## config.mk

```make
export PLATFORM = sky130hd
export DESIGN_NAME = video_pixel_packer_flat
export DESIGN_NICKNAME = d
export VERILOG_FILES = /design/src/rtl/video_pixel_packer_if.sv /design/src/rtl/video_pixel_packer.sv /design/src/flat_wrapper.sv
export SDC_FILE = /design/constraint.sdc
export NUM_CORES = 1
export LEC_CHECK = 0
export ABC_AREA = 1
export CAP_MARGIN = 20
export CORE_MARGIN = 4
export CORE_UTILIZATION = 60
export DETAILED_ROUTE_END_ITERATION = 7
export GPL_TIMING_DRIVEN = 0
export PLACE_DENSITY_LB_ADDON = 0.12
export SYNTH_ARGS = -nofsm -noshare
export SYNTH_HDL_FRONTEND = slang
export SYNTH_SLANG_ARGS = --single-unit
```

## constraint.sdc

```tcl
create_clock -name clk -period 5.1 [get_ports clk]
set_clock_uncertainty 0.15 [all_clocks]
set_input_delay 0.765 -clock clk [delete_from_list [all_inputs] [get_ports clk]]
set_output_delay 0.765 -clock clk [all_outputs]
set_load 0.05 [all_outputs]
```

## src/rtl/video_pixel_packer_if.sv

```systemverilog
// Pixel-in / byte-out bundle for video_pixel_packer.
// The slave modport is the packer side; the master modport is the pixel source plus the memory consumer.
interface video_pixel_packer_if;
    logic       div2;
    logic       lineStart;
    logic       pixelValid;
    logic [1:0] pixelData;
    logic [7:0] byteData;
    logic       byteValid;
    logic       byteReady;
    logic       overflow;

    modport slave (
        input  div2, lineStart, pixelValid, pixelData, byteReady,
        output byteData, byteValid, overflow
    );

    modport master (
        output div2, lineStart, pixelValid, pixelData, byteReady,
        input  byteData, byteValid, overflow
    );
endinterface

```

## src/rtl/video_pixel_packer.sv

```systemverilog
// Packs 2-bit pixels into bytes (first pixel in [7:6]) and queues them in a small output FIFO.
// Define VIDEO_PACKER_PARTIAL_FLUSH_EN to push zero-padded partial bytes on lineStart.
module video_pixel_packer #(
    parameter int FIFO_DEPTH = 2
) (
    input logic                  clk,
    input logic                  reset,
    video_pixel_packer_if.slave  bus
);
    // Handshake: a byte transfers on any clk edge where byteValid && byteReady; byteValid never depends on byteReady.
    localparam int AW = (FIFO_DEPTH == 4) ? 2 : 1;
    localparam int CW = AW + 1;
    localparam logic [CW-1:0] FULL_CNT = CW'(FIFO_DEPTH);

    logic          r_phase;
    logic [1:0]    r_n;
    logic [7:0]    r_asm;
    logic [7:0]    r_mem [FIFO_DEPTH];
    logic [AW-1:0] r_rd_ptr;
    logic [AW-1:0] r_wr_ptr;
    logic [CW-1:0] r_count;
    logic [7:0]    r_last;
    logic          r_overflow;

    logic          w_sample;
    logic          w_push;
    logic          w_pop;
    logic          w_full;
    logic          w_wr_en;
    logic [7:0]    w_asm_next;
    logic [7:0]    w_push_data;

    always_comb begin
        w_sample   = bus.pixelValid && (!bus.div2 || r_phase) && !bus.lineStart;
        w_asm_next = r_asm;
        case (r_n)
            2'd0:    w_asm_next[7:6] = bus.pixelData;
            2'd1:    w_asm_next[5:4] = bus.pixelData;
            2'd2:    w_asm_next[3:2] = bus.pixelData;
            default: w_asm_next[1:0] = bus.pixelData;
        endcase
`ifdef VIDEO_PACKER_PARTIAL_FLUSH_EN
        w_push = (w_sample && (r_n == 2'd3)) || (bus.lineStart && (r_n != 2'd0));
`else
        w_push = w_sample && (r_n == 2'd3);
`endif
        // Unfilled low slots of r_asm are already zero, so a flush needs no extra masking.
        w_push_data = bus.lineStart ? r_asm : w_asm_next;
        w_full      = (r_count == FULL_CNT);
        w_pop       = (r_count != '0) && bus.byteReady;
        w_wr_en     = w_push && (!w_full || w_pop);
    end

    always_ff @(posedge clk) begin
        if (reset) begin
            r_phase <= 1'b0;
            r_n     <= 2'd0;
            r_asm   <= 8'h00;
        end else if (bus.lineStart) begin
            r_phase <= 1'b0;
            r_n     <= 2'd0;
            r_asm   <= 8'h00;
        end else begin
            r_phase <= bus.div2 ? ~r_phase : 1'b0;
            if (w_sample) begin
                r_n   <= r_n + 2'd1;
                r_asm <= (r_n == 2'd3) ? 8'h00 : w_asm_next;
            end
        end
    end

    always_ff @(posedge clk) begin
        if (w_wr_en && !reset) begin
            r_mem[r_wr_ptr] <= w_push_data;
        end
    end

    always_ff @(posedge clk) begin
        if (reset) begin
            r_rd_ptr   <= '0;
            r_wr_ptr   <= '0;
            r_count    <= '0;
            r_last     <= 8'h00;
            r_overflow <= 1'b0;
        end else begin
            if (w_wr_en) begin
                r_wr_ptr <= r_wr_ptr + 1'b1;
            end
            if (w_pop) begin
                r_last   <= r_mem[r_rd_ptr];
                r_rd_ptr <= r_rd_ptr + 1'b1;
            end
            case ({w_wr_en, w_pop})
                2'b10:   r_count <= r_count + 1'b1;
                2'b01:   r_count <= r_count - 1'b1;
                default: r_count <= r_count;
            endcase
            if (w_push && w_full && !w_pop) begin
                r_overflow <= 1'b1;
            end
        end
    end

    // When empty, byteData shows the most recently popped byte rather than a stale slot.
    assign bus.byteValid = (r_count != '0);
    assign bus.byteData  = (r_count == '0) ? r_last : r_mem[r_rd_ptr];
    assign bus.overflow  = r_overflow;
endmodule

```

## src/flat_wrapper.sv

```systemverilog
// flat-port wrapper written by rule: the top's interface ports become plain ports
module video_pixel_packer_flat 
#(
    parameter int FIFO_DEPTH = 2
)
  (clk, reset, bus_div2, bus_lineStart, bus_pixelValid, bus_pixelData, bus_byteReady, bus_byteData, bus_byteValid, bus_overflow);
  video_pixel_packer_if bus_i ();
  input logic clk;
  input logic reset;
  input wire logic [$bits(bus_i.div2)-1:0] bus_div2;
  input wire logic [$bits(bus_i.lineStart)-1:0] bus_lineStart;
  input wire logic [$bits(bus_i.pixelValid)-1:0] bus_pixelValid;
  input wire logic [$bits(bus_i.pixelData)-1:0] bus_pixelData;
  input wire logic [$bits(bus_i.byteReady)-1:0] bus_byteReady;
  output wire logic [$bits(bus_i.byteData)-1:0] bus_byteData;
  output wire logic [$bits(bus_i.byteValid)-1:0] bus_byteValid;
  output wire logic [$bits(bus_i.overflow)-1:0] bus_overflow;
  assign bus_i.div2 = bus_div2;
  assign bus_i.lineStart = bus_lineStart;
  assign bus_i.pixelValid = bus_pixelValid;
  assign bus_i.pixelData = bus_pixelData;
  assign bus_i.byteReady = bus_byteReady;
  assign bus_byteData = bus_i.byteData;
  assign bus_byteValid = bus_i.byteValid;
  assign bus_overflow = bus_i.overflow;
  video_pixel_packer #(.FIFO_DEPTH(FIFO_DEPTH)) u_core (.clk(clk), .reset(reset), .bus(bus_i));
endmodule
```

After elaboration in Yosys (flattened, before gate mapping)
Memories as Yosys holds them, arrays and structs flattened. A register that Yosys moved wholly into a read port is not among the register bits. Index checks and enable logic that the tools add are counted.

Reductions and logical operators: 22. Magnitude comparators: 0. Divide/modulo/power cells: 0. Bitwise logic cells: 2. Shifts and indexed selects: 0. Multiply operators: 0. Multiplexer cells: 12. Add/sub/neg operators: 5. Eq/ne operators: 6.

Operators by type and width (count): $mux 8 (3); $eq 2x2->1 const B (4); $logic_and 1x1->1 (8); $mux 2 (4); $reduce_or 3->1 (2); $logic_not 1->1 (5); $add 2x1->2 const B (2); $eq 2x1->1 const B (2); $logic_not 2->1 (2); $mux 1 (4); $pmux 2 s2 (1); $reduce_bool 2->1 (2); $add 1x1->1 const B (2); $logic_or 1x1->1 (2); $not 1->1 (2); $reduce_or 2->1 (1); $sub 2x1->2 const B (1).

Register bits after elaboration: 24. Bits in latches: 0. Bits of input ports: 8. Output and inout bits: 10. Bits in read-only memories: 0. Bits in writable memories: 16. Memories kept: 1. Logic and storage cells: 56.

Memory list: u_core.r_mem (words 2, bits a word 8, rd ports 1, clocked after Yosys merged registers in 1, write ports 1, line video_pixel_packer.sv:18) `logic [7:0] r_mem [FIFO_DEPTH];`.

Depth between registers and ports, before layout
Gate-level depths: netlist of run 1.

Depth in word-level cells: 9. Mapped depth: 8.

Worst setup path before layout of run 1
Ideal clock, no wire load.

Path type: register -> output. From: register u_core.r_count[0]. To: output port bus_byteData[3]. Cell stages (with the launch flop): 4. Setup slack: 2.400 ns. Arrival: 1.785 ns. Data required time: 4.185 ns. Path through: dfxtp_1 nor2_1 buf_2 o21ai_0.

Cells in the longest elaborated chain, start to end: 2.

RTL lines: start: declaration (line video_pixel_packer.sv:21) `logic [CW-1:0] r_count;`; start signal: assignment (line video_pixel_packer.sv:94) `2'b10: r_count <= r_count + 1'b1;`; start signal: assignment (line video_pixel_packer.sv:95) `2'b01: r_count <= r_count - 1'b1;`; start signal: assignment (line video_pixel_packer.sv:96) `default: r_count <= r_count;`; $logic_not 2->1 (line video_pixel_packer.sv:106) `assign bus.byteData = (r_count == '0) ? r_last : r_mem[r_rd_ptr];`; $mux 8 (line video_pixel_packer.sv:106); end: declaration (line flat_wrapper.sv:15) `output wire logic [$bits(bus_i.byteData)-1:0] bus_byteData;`.

Every way passes these cells.

Final worst setup path of run 1
From: register u_core.r_count[0]. To: output port bus_byteData[7].

The elaborated chain is that of the path after synthesis.

==> results.ini, run 1 <==
[outcome]
outcome=finished clean

[critical_path]
r2r_end=u_core.r_mem[0][0]$_DFFE_PP_
rr_worst_depth=5
r2r-start=u_core.r_n[1]$_SDFFE_PP0N_
crit_fanout=10
cpMaxStageDelayCell=clkdlybuf4s50_1
cp.arrival_ns=2.46
cp.required_ns=4.18
cpPeakStageDelay_ns=0.83
crit_chain=nor2_1 > buf_2 > nand2_1 > o21ai_0 > clkdlybuf4s50_1
crit_path_end_kind=output port
cp.buffers_inverters=2
critical_path.startpoint_type=register
worst-setup-path-type=reg -> out
r2r_slack_ns=2.99
crit_family=buffers and inverters

[finish]
nets=250
antennaDiodeCount=0
finalInstanceArea_um2=2208
area_delta_synth_final_pct=16.89
fillers=240
final-instance-count-excl-fill=282
drive_above_1_share_pct=10.92

[synth]
synth_flop_cell=dfxtp_1
yosys_warnings=0
synthMostInstantiatedCell=nand2_1
avgSynthCellArea_um2=8.912
synthCells=212
synthDominantCellAreaShare_pct=26.49
synthesis.nets=225
synth-seq-cells=41
ys_types=23
synth.cell_area_um2=1889
synth_area_leaders=dfxtp_1 (26%), edfxtp_1 (25%), nand2_1 (9.9%)
netlist_top_cells_count=nand2_1 (50), o21ai_0 (26), dfxtp_1 (25)
async_flop_share_pct=0
synth-edff-count=16
synth_largest_area_cell=dfxtp_1
seq_area_frac_synth_pct=51.92

[route]
detail-route-antenna-nets=0
vias=1503
met3_wirelength_um=188
drt_pass1_iterations=5
drc=0
wl_met1_mm=1.478
routed_via_density=5.330
drt_iter0_drc=63
wl_met2_mm=1.919
wl_per_cell_um=12.97
top_layer=met4
totalWireLength_mm=3.657

[clocking]
clock-root-buffer=clkbuf_4
cts_setup_buffers=0
numClockSinks=41
h-tree-depth=2
cts_resized=0
worstSkewPairLatency_ns=0.34
path_clk_slew_ns=0.13
cts_made_buffers=5
clock_tree.buffer_depth=2
cts_hold_buf=0
cts_tree=done

[timing]
fmax_mhz=296.2
tightest_slew_ns=0.6076
fin_crit_ns=3.376
hold_violations=0
finalCritPeriodShare_pct=66.19
rsz0062_at_grt=no
holdWs_ns=0.3230
slew_headroom_pct=59.35
finalSetupTns_ns=0
setup_viol=0
drv_slew=0

[grt]
grt_usage_pct=19.85
overflow=0
grt_pass1_wl_mm=6.292
grt_start_max_net_pins=14
grt_pass1_vias=1468
antenna_found_initial=0

[worst_hold_path]
hold_class=reg -> reg
min-delay-start=u_core.r_rd_ptr$_SDFFE_PP0P_
hold-path-cell-count=1

[pwr]
leakage_nw=0.7632
switchingPower_uw=120.0
ir_drop_uv=161.2
seqPwrFrac_pct=58.1
intPower_uw=465.4
power_uw=585.4
switching_share_pct=20.50
clockPowerShare_pct=37.4
power.density_nw_per_um2=265.1
combPwrFrac_pct=4.5

[die]
dieArea_um2=4111
die_w_um=64.12
row_count=20
start_util_pct=62.40
core_area_um2=3028
die_h_um=64.12
pin_count=18

[place]
gp_congestion=0.8352
dpl.hpwl_mm=2.807
dp.cells=273
io_buffers=17
placed_cell_area_um2=2115

[run]
cap_violations=0

-- per-stage QoR --
stage                     util [%]  worst slack, ns
after global placement       69.83            2.033
after floorplan                  -            2.400
after CTS                    72.77            1.722
after detailed placement     69.83            1.892
final                        72.93            1.724
after global routing         72.93            1.561
-- logic make-up (layout without fill, tap and decap cells) --
kind of cell | Yosys count | count (layout) | share of synthesized area [%]
DFF | 41 | 41 | 51.92
AOI/OAI and AO/OA | 51 | 51 | 17.02
buffers and inverters | 29 | 55 | 7.284
and+or+nand+nor | 78 | 78 | 16.23
adders and majority gates | 5 | 5 | 3.311
muxes | 8 | 8 | 4.239
-- state kept, by name, indices dropped and copies added (netlist names), named ones only --
register             cells
u_core.bus.overflow      1
u_core.r_asm             8
u_core.r_count           2
u_core.r_last            8
u_core.r_mem            16
u_core.r_n               2
u_core.r_phase           1
u_core.r_rd_ptr          1
u_core.r_wr_ptr          1
-- layout by cell type (no fill, tap or decap), drive strengths merged, types with 2 or more instances in the layout --
cell,n
edfxtp,16
mux2i,8
nand3,2
clkdlybuf4s50,17
o21ai,27
nand4,3
buf,6
dfxtp,25
clkbuf,8
a211oi,8
inv,21
a21oi,15
nor2,22
nand2,50
ha,5
-- worst max-delay path by stage --
stage                                   start                            to  slack [ns]  cells past startpoint
2_1_floorplan  u_core.r_count[0]$_SDFFE_PP0P_               bus_byteData[3]        2.40                      3
3_3_place_gp                   bus_pixelValid  u_core.r_mem[1][0]$_DFFE_PP_        2.03                      7
3_5_place_dp                   bus_pixelValid  u_core.r_mem[1][2]$_DFFE_PP_        1.89                      7
4_1_cts        u_core.r_count[1]$_SDFFE_PP0P_               bus_byteData[7]        1.72                      5
5_1_grt        u_core.r_count[1]$_SDFFE_PP0P_               bus_byteData[7]        1.56                      5
6_report       u_core.r_count[0]$_SDFFE_PP0P_               bus_byteData[7]        1.72                      5
-- power by group through the flow --
stage	Sequential [mW]	Clock, mW	Combinational, mW
finish	0.340	0.219	0.0263
global route	0.341	0.237	0.0292
CTS	0.340	0.222	0.0263
detailed placement	0.348	0	0.0261
global placement	0.347	0	0.0248
floorplan	0.347	0	0.0135
-- cell type report --
| cell class | instances | area [um2] | area share [%] |
|---|---|---|---|
| buffer | 7 | 55.05 | 2.493 |
| clock buffer | 6 | 51.30 | 2.323 |
| clock inverter | 2 | 37.54 | 1.700 |
| inverter | 22 | 82.58 | 3.739 |
| multi-input combinational | 142 | 770.7 | 34.90 |
| sequential | 41 | 980.9 | 44.42 |
| tap | 44 | 55.05 | 2.493 |
| timing repair buffer | 18 | 175.2 | 7.932 |
-- layer usage --
layer,track usage [%],up-vias
met4,9.235,0
met3,5.448,10
met1,19.77,681
met2,37.55,48
met5,0,-
li1,-,764
No activity file was read; power rests on OpenSTA's default activity.
==> run 2, diff against run 1 <==
CORE_UTILIZATION = 50   (was 60)
clock period = 2.8 ns   (was 5.1 ns; I/O delays follow)
==> results.ini, run 2 (same netlist as run 1, synthesis figures left out) <==
[clocking]
clock_tree.buffer_depth=2  ; unchanged
h-tree-depth=2  ; unchanged
worstSkewPairLatency_ns=0.29  ; -0.05 ns
cts_setup_buffers=0  ; unchanged
numClockSinks=41  ; unchanged
cts_tree=done
path_clk_slew_ns=0.08  ; -0.05 ns
cts_hold_buf=0  ; unchanged
clock-root-buffer=clkbuf_8
cts_made_buffers=5  ; unchanged

[die]
dieArea_um2=4826  ; +17%
pin_count=18  ; unchanged
die_h_um=69.47  ; +8.4%
row_count=22  ; +10%
start_util_pct=51.61  ; -11 points
core_area_um2=3661  ; +21%
die_w_um=69.47  ; +8.4%

[grt]
grt_pass1_wl_mm=5.920  ; -5.9%
overflow=0  ; unchanged
met1_usage_pct=18.47  ; -1.3 points
grt_start_max_net_pins=13  ; -1
grt-busiest-layer=met2
grt_util_met2_pct=24.79  ; -13 points
antenna_found_initial=0  ; unchanged
use_met3_pct=5.072  ; -0.38 points
grt_usage_pct=15.18  ; -4.7 points
grt_pass1_vias=1306  ; -11%

[critical_path]
cp.required_ns=2.23  ; -1.95 ns
crit_fanout=10  ; unchanged
crit_path_end_kind=output port
worst-setup-path-type=reg -> out
cp.arrival_ns=1.99  ; -0.47 ns
critical_path.startpoint_type=register

[route]
drt_pass1_iterations=4  ; -1
detail-route-antenna-nets=0  ; unchanged
drt_iter0_drc=72  ; +14%
drc=0  ; unchanged
vias=1420  ; -5.5%
totalWireLength_mm=3.351  ; -8.4%
wl_per_cell_um=11.72  ; -9.6%
routed_via_density=4.965  ; -6.8%

[timing]
setup_viol=0  ; unchanged
fin_crit_ns=2.558
finalCritPeriodShare_pct=91.35
finalSetupTns_ns=0  ; unchanged
drv_slew=0  ; unchanged
slew_headroom_pct=57.84  ; -1.5 points
hold_violations=0  ; unchanged
fmax_mhz=390.9
rsz0062_at_grt=no
tightest_slew_ns=0.6301  ; +0.02257 ns

[finish]
final-instance-count-excl-fill=286  ; +1.4%
largest_reg_flops=16  ; unchanged
reg_top3=u_core.r_mem (16), u_core.r_asm (8), u_core.r_last (8)
area_delta_synth_final_pct=18.68
nets=250  ; unchanged
drive_above_1_share_pct=10.50  ; -0.42 points
antennaDiodeCount=0  ; unchanged
finalInstanceArea_um2=2242  ; +1.5%
top_register=u_core.r_mem
final_cell_mix=nand2_1 (50), o21ai_0 (26), dfxtp_1 (25)
final_common_cell=nand2_1
utilization_pct=61.24  ; -12 points

[place]
io_buffers=17  ; unchanged
gp_congestion=0.7998  ; -4.2%
placed_cell_area_um2=2120  ; +0.24%
dpl.hpwl_mm=2.439  ; -13%
dp.cells=277  ; +1.5%

[pwr]
ir_drop_uv=319.7  ; +98%
leakage_nw=0.8809  ; +15%
power.density_nw_per_um2=502.5  ; +90%

[worst_hold_path]
hold_class=reg -> reg

[outcome]
outcome=finished clean

[run]
cap_violations=0  ; unchanged

-- run 2: cell type report --
cell class / count / area [um2]
Fill cell: 330 / 1419
Multi-Input combinational cell: 142 / 773.2
Sequential cell: 41 / 980.9
Inverter: 22 / 82.58
Timing Repair Buffer: 18 / 183.9
Tap cell: 48 / 60.06
Buffer: 7 / 55.05
Clock inverter: 2 / 33.78
Clock buffer: 6 / 72.57
-- run 2: metal layers --
layer  up-vias  part of all wire (%)
met4         0                  0.72
met2        17                    47
li1        756                     -
met3         2                   3.1
met5         -                     0
met1       645                    49
-- run 2: metrics by stage --
stage / total power [mW] / setup slack (ns) / hold slack [ns]
6_report: 1.127 / 0.2421 / 0.3125
4_1_cts: 1.135 / 0.001019 / 0.3145
5_1_grt: 1.166 / 0.1472 / 0.3242
3_3_place_gp: 0.6796 / -0.03841 / 0.2958
2_1_floorplan: 0.6573 / 0.4449 / 0.2795
3_5_place_dp: 0.6799 / -0.01045 / 0.3022
-- run 2: what timing repair did --
item,4_1_cts,5_1_grt
resized for setup,4,5
pin swaps,0,0
endpoints found under the setup margin,8,5
-- run 2: power breakdown --
group	switching [mW]	internal (mW)
registers	0.00133	0.618
clock network	0.198	0.263
logic	0.0292	0.0171
-- run 2: path summary, 6_finish.rpt --
| kind | slack (ns) | startpoint | endpoint | depth (start not counted) |
|---|---|---|---|---|
| setup / recovery | 0.24 | u_core.r_count[1]$_SDFFE_PP0P_ | bus_byteValid | 4 |
| hold / removal | 0.31 | u_core.r_wr_ptr$_SDFFE_PP0P_ | u_core.r_wr_ptr$_SDFFE_PP0P_ | 2 |
| setup reg to reg | 0.76 | u_core.r_n[0]$_SDFFE_PP0N_ | u_core.r_mem[0][0]$_DFFE_PP_ | 5 |
| hold reg to reg | 0.31 | u_core.r_wr_ptr$_SDFFE_PP0P_ | u_core.r_wr_ptr$_SDFFE_PP0P_ | 2 |
-- run 2: worst max-delay path, cell delays in order (launching register included) --
cell	delay, ns
dfxtp_1	0.37
nor2_2	0.31
buf_2	0.28
inv_1	0.05
clkdlybuf4s50_1	0.69
